### config.mk
export PLATFORM = sky130hd
export DESIGN_NAME = tag_tracker
export DESIGN_NICKNAME = d
export VERILOG_FILES = /design/src/rtl/tag_tracker.sv
export SDC_FILE = /design/constraint.sdc
export NUM_CORES = 1
export LEC_CHECK = 0
export ABC_AREA = 0
export CAP_MARGIN = 15
export CORE_UTILIZATION = 55
export CTS_BUF_LIST = sky130_fd_sc_hd__clkbuf_8
export DETAILED_ROUTE_END_ITERATION = 6
export DONT_BUFFER_PORTS = 1
export PLACE_DENSITY = 0.73
export SKIP_LAST_GASP = 1
export SYNTH_ARGS = -nofsm -noshare
export SYNTH_HDL_FRONTEND = slang
export SYNTH_SLANG_ARGS = --single-unit
### constraint.sdc
create_clock -name clk_i -period 4.65 [get_ports clk_i]
set_input_delay 0.465 -clock clk_i [delete_from_list [all_inputs] [get_ports clk_i]]
set_output_delay 0.465 -clock clk_i [all_outputs]
set_load 0.02 [all_outputs]
### src/rtl/tag_tracker.sv
// tag_tracker: per-tag metadata table sitting downstream of tag_queue.
// Allocation takes the free tag offered by tag_queue with a zero-cycle
// handshake. Completions look up the metadata, respond one cycle later, and
// hand the tag back to tag_queue. The block also tracks the inflight count.
// Optional feature macro: TAG_TRACKER_ERR_EN (illegal-completion detection
// plus a sticky err_o). Without it every completion is accepted as legal.
module tag_tracker #(
  parameter int NumTags   = 16,
  parameter int NumCmpl   = 2,
  parameter int DataWidth = 8,
  localparam int TagWidth = $clog2(NumTags),
  localparam int CntWidth = $clog2(NumTags + 1)
) (
  input  logic                          clk_i,
  input  logic                          rst_i,
  input  logic                          tq_valid_i,
  input  logic [TagWidth-1:0]           tq_tag_i,
  output logic                          tq_get_o,
  input  logic                          alloc_valid_i,
  input  logic [DataWidth-1:0]          alloc_data_i,
  output logic                          alloc_ready_o,
  output logic [TagWidth-1:0]           alloc_tag_o,
  input  logic [NumCmpl-1:0]            cmpl_valid_i,
  input  logic [NumCmpl*TagWidth-1:0]   cmpl_tag_i,
  output logic [NumCmpl-1:0]            rsp_valid_o,
  output logic [NumCmpl*TagWidth-1:0]   rsp_tag_o,
  output logic [NumCmpl*DataWidth-1:0]  rsp_data_o,
  output logic [NumCmpl-1:0]            free_o,
  output logic [NumCmpl*TagWidth-1:0]   free_tag_o,
  output logic [CntWidth-1:0]           inflight_o,
  output logic                          idle_o,
  output logic                          err_o
);

  logic [NumTags-1:0]                  busy_q, busy_d;
  logic [DataWidth-1:0]                data_q [NumTags];
  logic [NumCmpl-1:0][TagWidth-1:0]    ctag;
  logic [NumCmpl-1:0]                  legal;
  logic [NumCmpl-1:0]                  rsp_valid_q;
  logic [NumCmpl-1:0][TagWidth-1:0]    rsp_tag_q;
  logic [NumCmpl-1:0][DataWidth-1:0]   rsp_data_q;
  logic [CntWidth-1:0]                 ncmpl;
  logic [CntWidth:0]                   sum;
  logic [CntWidth-1:0]                 inflight_q, inflight_d;
  logic                                idle_q;
  logic                                accept;

  assign alloc_ready_o = tq_valid_i;
  assign accept        = alloc_valid_i & tq_valid_i;
  assign tq_get_o      = accept;
  assign alloc_tag_o   = tq_tag_i;

  for (genvar i = 0; i < NumCmpl; i++) begin : g_ctag
    assign ctag[i] = cmpl_tag_i[i*TagWidth +: TagWidth];
  end

`ifdef TAG_TRACKER_ERR_EN
  logic [NumCmpl-1:0] dup;
  logic [NumCmpl-1:0] illegal;
  logic               err_q;

  // A port loses to any lower-indexed port completing the same tag.
  always_comb begin
    dup = '0;
    for (int i = 1; i < NumCmpl; i++)
      for (int j = 0; j < i; j++)
        if (cmpl_valid_i[j] && ctag[j] == ctag[i]) dup[i] = 1'b1;
  end

  // Legal only when the tag is outstanding and not already claimed this cycle.
  always_comb begin
    legal = '0;
    for (int i = 0; i < NumCmpl; i++)
      legal[i] = cmpl_valid_i[i] & busy_q[ctag[i]] & ~dup[i];
  end

  assign illegal = cmpl_valid_i & ~legal;

  // Sticky error flag, cleared only by reset.
  always_ff @(posedge clk_i or posedge rst_i) begin
    if (rst_i) err_q <= 1'b0;
    else       err_q <= err_q | (|illegal);
  end

  assign err_o = err_q;
`else
  assign legal = cmpl_valid_i;
  assign err_o = 1'b0;
`endif

  // Busy vector: clear completed tags, then mark the newly allocated one.
  always_comb begin
    busy_d = busy_q;
    for (int i = 0; i < NumCmpl; i++)
      if (legal[i]) busy_d[ctag[i]] = 1'b0;
    if (accept) busy_d[tq_tag_i] = 1'b1;
  end

  // Inflight next value: +1 per accepted alloc, -1 per legal completion.
  always_comb begin
    ncmpl = '0;
    for (int i = 0; i < NumCmpl; i++)
      ncmpl = ncmpl + CntWidth'(legal[i]);
    sum = {1'b0, inflight_q} + (CntWidth+1)'(accept);
`ifdef TAG_TRACKER_ERR_EN
    inflight_d = CntWidth'(sum - {1'b0, ncmpl});
`else
    // Completions of non-busy tags are accepted here, so clamp at zero.
    inflight_d = (sum > {1'b0, ncmpl}) ? CntWidth'(sum - {1'b0, ncmpl}) : '0;
`endif
  end

  // Busy bits and counters.
  always_ff @(posedge clk_i or posedge rst_i) begin
    if (rst_i) begin
      busy_q     <= '0;
      inflight_q <= '0;
      idle_q     <= 1'b1;
    end else begin
      busy_q     <= busy_d;
      inflight_q <= inflight_d;
      idle_q     <= (inflight_d == '0);
    end
  end

  // Metadata table, written on accepted allocation.
  always_ff @(posedge clk_i or posedge rst_i) begin
    if (rst_i) begin
      for (int k = 0; k < NumTags; k++) data_q[k] <= '0;
    end else if (accept) begin
      data_q[tq_tag_i] <= alloc_data_i;
    end
  end

  // One-cycle response/free pulse; tag and data hold until the next legal one.
  always_ff @(posedge clk_i or posedge rst_i) begin
    if (rst_i) begin
      rsp_valid_q <= '0;
      rsp_tag_q   <= '0;
      rsp_data_q  <= '0;
    end else begin
      rsp_valid_q <= legal;
      for (int i = 0; i < NumCmpl; i++) begin
        if (legal[i]) begin
          rsp_tag_q[i]  <= ctag[i];
          rsp_data_q[i] <= data_q[ctag[i]];
        end
      end
    end
  end

  assign rsp_valid_o = rsp_valid_q;
  assign rsp_tag_o   = rsp_tag_q;
  assign rsp_data_o  = rsp_data_q;
  assign free_o      = rsp_valid_q;
  assign free_tag_o  = rsp_tag_q;
  assign inflight_o  = inflight_q;
  assign idle_o      = idle_q;

endmodule

# Word-level counts from Yosys, hierarchy flattened
# Cells that the tools add are included.
totals:
  reg_bits: 160
  input_bits: 26
  out_inout_bits: 49
  elab_cells: 47
op_classes:
  addsub: 3
  n_lt_le_gt_ge: 5
  mux: 10
  n_bitwise: 4
  reduce_logical: 2
ops:
  columns: ["op", "count"]
  rows:
  - ["$bwmux W128", 1]
  - ["$bmux W8 S4", 2]
  - ["$mux W8", 5]
  - ["$demux W8 S4", 1]
  - ["$ge A5 B5 Y1 const B", 3]
  - ["$not A4 Y5", 3]
  - ["$add A5 B1 Y6", 1]
  - ["$gt A6 B2 Y1", 1]
  - ["$logic_not A5 Y1", 1]
  - ["$lt A5 B1 Y1 const B", 1]
  - ["$mux W5", 1]
  - ["$sub A5 B2 Y5", 1]
  - ["$add A1 B1 Y2", 1]
  - ["$and A1 B1 Y1", 1]
  - ["$logic_and A1 B1 Y1", 1]

# Longest topological paths before layout
# Gate-level depths: netlist of the first run.
logic_depth:
  ltp_word: 6
  mapped_depth: 11
  ltp_nobuf: 11

# Least setup slack after synthesis of the first run
# OpenSTA, ideal clock, no wires.
synth_path:
  path_kind: "in2reg"
  from: "input port alloc_valid_i"
  to: "register idle_q, in the netlist idle_o"
  setup_ps: 78
  t_arrival_ps: 2463
  required_time_ps: 4572
  slack_ps: 2109
  path_stages: 9
  path_buffers: 0
  path_cell_list: "nand2_2 > inv_1 > ha_1 > ha_1 > fa_1 > xnor2_1 > xnor2_1 > and4b_1 > a31o_2"
synth_via:
  elab_chain_len: 5
  word_cells_on_any_way: 6
  cone_classes: "add/sub: 2; order compare: 1; mux: 1; bitwise: 1; reduce/logical: 1"
synth_rtl:
  columns: ["item", "line_no", "text"]
  rows:
  - ["start: declaration", "19", "input logic alloc_valid_i,"]
  - ["$and A1 B1 Y1 (*)", "49", "assign accept = alloc_valid_i & tq_valid_i;"]
  - ["net tq_get_o", "18", "output logic tq_get_o,"]
  - ["$add A5 B1 Y6 (*)", "104", "sum = {1'b0, inflight_q} + (CntWidth+1)'(accept);"]
  - ["$sub A5 B2 Y5 or $gt A6 B2 Y1 (tied branches)", "109", "inflight_d = (sum > {1'b0, ncmpl}) ? CntWidth'(sum - {1'b0, ncmpl}) : '0;"]
  - ["$mux W5 (*)", "109", null]
  - ["$logic_not A5 Y1 (*)", "122", "idle_q <= (inflight_d == '0);"]
  - ["end signal: assignment", "122", null]
  - ["end: declaration", "45", "logic idle_q;"]
# The timed path passes the listed nets; every way through them passes the cells marked *.
# A chain may end at the register's enable or synchronous reset.

# Worst setup path after layout of the first run
layout_path:
  from: "register inflight_q[0], in the netlist inflight_o[0]"
  to: "register idle_q, in the netlist idle_o"
layout_via:
  elab_chain_len: 4
  word_cells_on_any_way: 5
  cone_classes: "add/sub: 2; order compare: 1; mux: 1; reduce/logical: 1"
layout_rtl:
  columns: ["item", "line_no", "text"]
  rows:
  - ["start: declaration", "44", "logic [CntWidth-1:0] inflight_q, inflight_d;"]
  - ["start signal: assignment", "121", "inflight_q <= inflight_d;"]
  - ["$add A5 B1 Y6 (*)", "104", null]
  - ["$sub A5 B2 Y5 or $gt A6 B2 Y1 (tied branches)", "109", null]
  - ["$mux W5 (*)", "109", null]
  - ["$logic_not A5 Y1 (*)", "122", null]
# Every way passes the cells marked *; elsewhere a longest branch is shown, timed or not.

==> run metrics, run 1 <==
status=completed; syn avg cell area=~13 um^2; peak supply drop=0.388 mV; Detailed Route Iter0 Violations=471; number of flops mapped to enable cells by yosys=0; Yosys reg bits=160; TritonCTS clock tree=yes; leakage power=~3.8 nW; M2 GR Usage=45.3%; Syn Std Cell Area=between 8000 and 9000 um^2; Synth top cells by count=dfrtp_1 (159), mux2_2 (134), mux2i_1 (48), nand2_1 (43), mux4_2 (32); clock skew=~0.01 ns; number of max-slew violations in the final report=0; number of gates resized after CTS=0; later-pin clock latency in the skew report=between 0.4 and 0.5 ns; num rows=44; cell taking the most area after synthesis=dfrtp_1; hold_buf cts=0; drt total wl=20.9 mm; largest net degree at the start of global routing=118; nets=651; H-tree levels=4; ANT cells=0; main flop type after synthesis=dfrtp_1; PwrDens=434 nW/um^2; IO Port Bufs=0; GP Congestion=0.829; Slew @ Worst Pin=0.994 ns; fraction of the cycle the final worst path needs=51.6%; Syn Nets=687; Synth async-reset ratio=100%; setup_tns=0 ns; RR Endpoint=idle_o; GRT busiest layer=met2; crit path kind=register to register; Syn Inst Count=655; # setup viols final=0; Max-slew headroom=33.5%; cell depth of the worst hold path=0; post-placement worst setup slack=1.91 ns; Critical Path AT=2.81 ns; Overall Global Routing Usage=between 20% and 30%; RSZ-0062 raised after global routing=false; CP required=5.06 ns; CTS Buffer Depth=2; die width=roughly 130 um; fmax=approximately 0.42 GHz; CTS clk-pin slew, worst paths=0.08 ns; CP startpoint=inflight_o[0]; post-DP HPWL=13.9 mm; Tmin final=2.40 ns; root buf cell=clkbuf_8; count leader, synth=dfrtp_1; critical-path maximum fanout=4; clk sinks=160; Initial Util=between 50% and 60%; share of layout cells above drive strength 1=34.8%; Final Hold Fails=0; Ys Warns=0; Routed WL per cell=25.7 um; number of CTS-inserted buffers=17; reg-to-reg critical path startpoint=inflight_o[0]; Seq/Total Area, Yosys=47.6%; met1 usage=36.8%; Setup WS post-layout=approximately 2.3 ns; DR vias/cell=between 6 and 7; CP endpoint kind=register; routing usage on met3=7.77%; FF-to-FF setup slack=roughly 2.3 ns; remaining antenna violation count=0; first-pass GRT wire length=around 33 mm; top cell type's share of synthesized area=a little under half; Post-CTS Setup Bufs=0; Residual DRC=0; area added between synthesis and finish=4.23%; DRT Pass-1 Iters=5; die area=~16,000 um^2; worst min path class=input pin to register; Die Span Y=126 um; CP Launch Type=register; Ports=75; Core Region=roughly 15,000 um^2; R2R cell count=7; max-cap viol count=0; GRT overflow=0; count of different cell masters after synthesis=43; via count=5,477; vias in the first global route=5,726; top cells by area, synth=dfrtp_1 (47%), mux2_2 (18%), mux4_2 (8.6%); initial antenna violation count=0; CP endpoint=idle_o
==> flip-flops by register name, summed over array words and instances, names as in the netlist <==
name,count
free_tag_o,8
rsp_data_o,16
inflight_o,5
data_q,128
idle_o,1
free_o,2
==> worst max-delay path, stage by stage (launching register included) <==
cell     delay [ns]
dfrtp_1        0.46
ha_1           0.27
ha_1           0.33
fa_1           0.50
o21ai_0        0.28
or3_1          0.17
and4b_1        0.18
a31o_2         0.15
==> layout by cell type (no fill, tap or decap), types with 5 or more instances in the layout <==
cell type	Yosys	routed
mux2_4	8	8
ha_1	5	5
o2111ai_1	6	6
nor2b_1	19	19
a22oi_1	16	16
a211oi_1	10	10
clkbuf_8	0	18
nor2_1	29	29
a21oi_1	16	16
inv_1	7	9
nor2_2	9	9
mux4_2	32	32
a31oi_1	18	18
mux2i_1	48	48
mux2_2	134	134
dfrtp_1	159	159
nand2_1	43	43
nand4_1	11	11
==> metal layers <==
metal,up-vias,part of all wire [%]
met4,0,2.1
met2,233,48
met5,-,0
met3,31,7.9
li1,2330,-
met1,2883,42
==> final cells by class <==
class	count	area (um^2)
well taps	184	230
repair buffers	1	20.0
multi-input cells	432	4070
flip-flops and latches	160	4010
inverters	7	30.0
clock buffers	18	248
fillers	1192	5980
clock inverters	14	174
==> power breakdown <==
group	leakage [nW]	internal [W]	switching, W
logic	1.59	0.000452	0.000310
clock network	0.218	0.000588	0.000513
registers	2.02	0.00166	0.000289
total	3.83	0.00270	0.00111
==> how the worst min path moves through the flow <==
stage	start	end	slack (ns)
after floorplan	data_q[17]	data_q[17]	0.49
final	cmpl_valid_i[1]	free_o[1]	0.03
after global routing	cmpl_valid_i[1]	free_o[1]	0.009
after detailed placement	cmpl_valid_i[1]	free_o[1]	0.50
after CTS	cmpl_valid_i[1]	free_o[1]	0.02
after global placement	data_q[17]	data_q[17]	0.50
==> kinds of logic after synthesis <==
group                    Yosys count  share of synthesized area (%)
buffers and inverters             63                           4.10
adder cells (fa/ha/maj)            6                          0.981
AO/OA/AOI/OAI                     70                           5.60
multiplexers                     222                           33.6
AND/OR/NAND/NOR                  130                           7.79
flip-flops                       160                           47.6
XOR/XNOR                           3                          0.312
other                              1                         0.0445
==> metrics by stage <==
| stage | cells | total power (W) | instance area (um^2) | utilization, % | hold slack (ns) |
|---|---|---|---|---|---|
| 6_report | 816 | 0.00381 | 8780 | 59.5 | 0.0299 |
| 5_1_grt | 816 | 0.00399 | 8780 | 59.5 | 0.00918 |
| 4_1_cts | 816 | 0.00382 | 8780 | 59.5 | 0.0186 |
| 3_5_place_dp | 784 | 0.00273 | 8360 | 56.6 | 0.498 |
| 3_3_place_gp | 784 | 0.00266 | 8360 | 56.6 | 0.496 |
| 2_1_floorplan | 655 | 0.00260 | 8420 | - | 0.487 |
Note: power is estimated with default switching activity, not from simulation.
==> run 2, diff against run 1 <==
Settings changed: PLACE_DENSITY 0.73 to 0.7.
Clock period 4.65 ns to 2.3 ns, I/O delays scaled along.
==> run metrics, run 2 (synthesis gave the netlist of run 1 again) <==
slowest CP cell=dfrtp_1; TritonCTS clock tree=yes; Slew @ Worst Pin=0.899 ns; remaining antenna violation count=0; Max-slew headroom=39.9%; via count=5,567; clk sinks=160; CP Launch Type=register; clock skew=0.00841 ns; status=completed; die width=126 um; Worst Path Buf+Inv=2; Placed Cells=805; Critical Path AT=roughly 2.6 ns; Tmin final=2.23 ns; leakage power=about 4 nW; placed cell areas=8510 um^2; Initial Util=57.1%; root buf cell=clkbuf_8; Overall Global Routing Usage=28.8%; DRT Pass-1 Iters=5; IO Port Bufs=0; CTS Buffer Depth=2; vias in the first global route=between 5,000 and 6,000; Ports=75; post-DP HPWL=13.9 mm; max-cap viol count=0; CP required=between 2 and 3 ns; Post-Layout Cell Count=858; # setup viols final=0; CP top delay family=adder cells; commonest non-fill, non-tap cell in the layout=dfrtp_1; CTS clk-pin slew, worst paths=0.08 ns; Die Span Y=126 um; Core Region=14,800 um^2; Detailed Route Iter0 Violations=roughly 480; fmax=0.448 GHz; Largest register FFs=128; num rows=44; commonest cells after routing, fill and taps aside=dfrtp_1 (159), mux2_2 (134), mux2i_1 (48); area added between synthesis and finish=8.92%; worst min path class=input pin to register; Setup WS post-layout=0.0662 ns; drt total wl=21.3 mm; Residual DRC=0; share of layout cells above drive strength 1=36.4%; critical-path maximum fanout=4; nets=~690; GRT overflow=0; number of CTS-inserted buffers=17; peak supply drop=0.524 mV; DR vias/cell=roughly 6.5; Final Hold Fails=0; largest register by flop count=data_q; fraction of the cycle the final worst path needs=roughly 97%; H-tree levels=4; post-placement worst setup slack=-0.00308 ns; later-pin clock latency in the skew report=0.46 ns; final instance area=9170 um^2; Routed WL per cell=24.9 um; overall power=between 0.007 and 0.008 W; initial antenna violation count=1; crit-path cells=ha_1, inv_1, ha_1, inv_1, fa_2, o21ai_0, or3_1, and4b_1, a31o_2; CP endpoint kind=register; largest net degree at the start of global routing=75; GP Congestion=0.810; number of max-slew violations in the final report=0; crit path kind=register to register; PwrDens=between 800 and 900 nW/um^2; CP max stage delay=0.38 ns; die area=15,800 um^2; first-pass GRT wire length=33.6 mm
==> run 2: cell types whose count changed in the layout (fill, tap and decap cells not counted), moves of 2 or more <==
cell,before,now
dlygate4sd3_1,0,20
clkbuf_8,18,20
inv_1,9,7
clkinv_2,4,2
clkinvlp_4,4,2
buf_4,0,22
==> run 2: worst paths after layout <==
check / cells after the start / endpoint / start / slack, ns
setup reg to reg: 9 / idle_o / inflight_o[0] / 0.07
setup / recovery: 9 / idle_o / inflight_o[0] / 0.07
hold reg to reg: 1 / data_q[54] / data_q[54] / 0.53
max in group asynchronous: 4 / data_q[85] / rst_i / 1.12
min in group asynchronous: 2 / data_q[23] / rst_i / 0.27
hold / removal: 3 / rsp_data_o[5] / cmpl_tag_i[3] / 0.07
==> run 2: routing by layer <==
| metal | share of wire, % | GRT usage, % |
|---|---|---|
| met1 | 43 | 39.3 |
| met4 | 2.0 | 9.78 |
| met5 | 0 | 0 |
| met3 | 6.7 | 6.12 |
| met2 | 48 | 46.1 |
==> run 2: power by group <==
part / internal [W] / total [W] / switching [W]
Clock: 0.00126 / 0.00228 / 0.00102
Combinational: 0.000983 / 0.00171 / 0.000726
Sequential: 0.00336 / 0.00390 / 0.000546
Total: 0.00560 / 0.00789 / 0.00229
==> run 2: area by class of cell <==
cell class / count / area, um^2
Antenna cell: 1 / 2.50
Clock buffer: 20 / 275
Clock inverter: 11 / 163
Fill cell: 1150 / 5580
Inverter: 7 / 30.0
Multi-Input combinational cell: 432 / 4080
Sequential cell: 160 / 4010
Tap cell: 184 / 230
Timing Repair Buffer: 43 / 385
==> run 2: what timing repair did <==
| item | in CTS | in global routing |
|---|---|---|
| hold buffers | 20 | 0 |
| pin swaps | 0 | 2 |
| buffers inserted | 0 | 1 |
| endpoints found under the setup margin | 1 | 1 |
| endpoints found under the hold margin | 172 | 0 |
| resized for setup | 1 | 1 |
==> run 2: through the flow <==
stage	TNS (ns)	utilization, %	hold WS [ns]
6_report	0	62.2	0.0747
5_1_grt	-0.0144	62.2	0.0813
4_1_cts	0	62.0	0.0559
3_5_place_dp	-0.00308	57.7	0.153
3_3_place_gp	0	57.7	0.142
2_1_floorplan	0	-	0.261
==> run 2: worst reg2reg max path: stages, from the launching register on <==
cell,delay (ns)
dfrtp_1,0.38
ha_1,0.27
inv_1,0.04
ha_1,0.19
inv_1,0.09
fa_2,0.27
o21ai_0,0.13
or3_1,0.36
and4b_1,0.20
a31o_2,0.23
==> run 3, diff against run 2 <==
Settings changed: ABC_AREA 0 to 1.
Clock period 2.3 ns to 2.7 ns, I/O delays scaled along.
==> run metrics, run 3 <==
fillers=approximately 1,600; Synth async-reset ratio=100%; clk sinks=160; main flop type after synthesis=dfrtp_1; Max-slew headroom=48.3%; number of CTS-inserted buffers=17; cell taking the most area after synthesis=dfrtp_1; placed cell areas=~8700 um^2; vias in the first global route=6,943; Yosys reg bits=between 150 and 200; DRT Pass-1 Iters=6; CTS Buffer Depth=2; post-DP HPWL=roughly 15 mm; count of different cell masters after synthesis=27; top cell type's share of synthesized area=44.3%; CTS clk-pin slew, worst paths=0.08 ns; fmax=about 0.43 GHz; number of gates resized after CTS=0; Largest register FFs=128; Syn Inst Count=1,189; RSZ-0062 raised after global routing=false; CP Launch Type=register; via count=7,779; cell depth of the worst hold path=4; worst min path class=input pin to register; Tmin final=2.31 ns; Overall Global Routing Usage=30.5%; max-cap viol count=0; Core Region=15,900 um^2; number of max-slew violations in the final report=0; Final Hold Fails=0; die width=130 um; wire length on met3=2.42 mm; Util after Layout=57.7%; setup_tns=0 ns; critical-path maximum fanout=5; crit path kind=register to register; leakage power=4.40 nW; Placed Cells=1,318; R2R cell count=10; top cells by area, synth=dfrtp_1 (44%), nand2_1 (20%), nand3_1 (8.6%); later-pin clock latency in the skew report=0.48 ns; PwrDens=721 nW/um^2; clock skew=approximately 0.012 ns; CP endpoint kind=register; final instance area=roughly 9200 um^2; largest net degree at the start of global routing=97; Syn Nets=1,221; count leader, synth=nand2_1; IO Port Bufs=0; overall power=roughly 0.0066 W; GRT overflow=0; number of flops mapped to enable cells by yosys=0; Ports=75; wl on met1=about 11 mm; Routed WL per cell=roughly 18 um; Syn Std Cell Area=8980 um^2; Post-Layout Cell Count=1,354; Initial Util=56.5%; top sig layer=met4; syn avg cell area=7.55 um^2; Residual DRC=0; drt total wl=24.4 mm; die area=16,800 um^2; Die Span Y=approximately 130 um; num rows=46; # setup viols final=0; Post-CTS Setup Bufs=0; CP required=3.11 ns; Slew @ Worst Pin=0.775 ns; commonest cells after routing, fill and taps aside=nand2_1 (471), dfrtp_1 (159), nand3_1 (154); Ys Warns=0; remaining antenna violation count=0; metal2 WL=11.0 mm; H-tree levels=4; peak supply drop=0.343 mV; DR vias/cell=5.75; GP Congestion=0.794; commonest non-fill, non-tap cell in the layout=nand2_1; initial antenna violation count=0; Synth top cells by count=nand2_1 (471), dfrtp_1 (159), nand3_1 (154), o21ai_0 (77), o21ai_2 (60); share of layout cells above drive strength 1=a little over a tenth; Critical Path AT=2.72 ns; area added between synthesis and finish=2.19%; ANT cells=0; root buf cell=clkbuf_8; hold_buf cts=5; status=completed; TritonCTS clock tree=yes; first-pass GRT wire length=38.6 mm; fraction of the cycle the final worst path needs=85.4%; largest register by flop count=data_q; Detailed Route Iter0 Violations=1,012; Seq/Total Area, Yosys=~45%; nets=1,158
[run 3: cell types whose count changed after synthesis, moves of 19 or more]
cell / previous run / this run
mux2i_1: 48 / 0
o21ai_1: 0 / 28
o21ai_0: 1 / 77
inv_1: 7 / 41
nor2b_1: 19 / 0
o21ai_2: 0 / 60
nand2_1: 43 / 471
mux2_2: 134 / 0
o211ai_1: 0 / 21
mux4_2: 32 / 0
nand3_1: 3 / 154
[run 3: final timing paths]
kind / from / endpoint / slack (ns)
min reg2reg: data_q[32] / data_q[32] / 0.49
max in group asynchronous: rst_i / data_q[55] / 1.45
min: cmpl_tag_i[3] / rsp_data_o[7] / 0.04
max: inflight_o[0] / idle_o / 0.39
min in group asynchronous: rst_i / data_q[65] / 0.33
max reg2reg: inflight_o[0] / idle_o / 0.39
[run 3: worst max-delay path: stages, from the launching register on]
cell and delay [ns]:
dfrtp_1 0.46, ha_1 0.28, ha_1 0.34, fa_1 0.49, nand2_1 0.09, nand2_1 0.05
nor2_1 0.08, nand2_1 0.12, nand2_1 0.11, nand3_1 0.11, nor2_1 0.11
[run 3: kinds of logic after synthesis]
logic type	after synthesis	share of synthesized area, %
buffers and inverters	140	8.57
XOR/XNOR	1	0.0976
flip-flops	160	44.6
AO/OA/AOI/OAI	195	14.0
AND/OR/NAND/NOR	686	31.8
other	1	0.0418
adder cells (fa/ha/maj)	6	0.920
[run 3: cell type report]
class                   instances  area [um^2]  share of cell area, %
clock inverters                14          153                   1.66
clock buffers                  17          234                   2.55
flip-flops and latches        160         4010                   43.7
multi-input cells             889         4200                   45.8
repair buffers                 10          125                   1.36
well taps                     216          270                   2.95
inverters                      48          184                   2.01
[run 3: power breakdown]
group          leakage (nW)  internal, W  total [W]  switching, W
Combinational          2.14     0.000574    0.00146      0.000890
Sequential             2.06      0.00285    0.00335      0.000501
Clock                 0.201     0.000891    0.00180      0.000911
[run 3: per-layer routing]
metal	vias up	track usage, %
li1	3743	-
met1	3593	42.5
met2	402	47.4
met3	41	7.30
met4	0	8.76
met5	-	0
[run 3: metrics by stage]
step / hold WS (ns) / worst slack (ns)
2_1_floorplan: 0.301 / 0.402
3_3_place_gp: 0.225 / 0.311
3_5_place_dp: 0.226 / 0.245
4_1_cts: 0.0214 / 0.397
5_1_grt: 0.0556 / 0.152
6_report: 0.0392 / 0.394
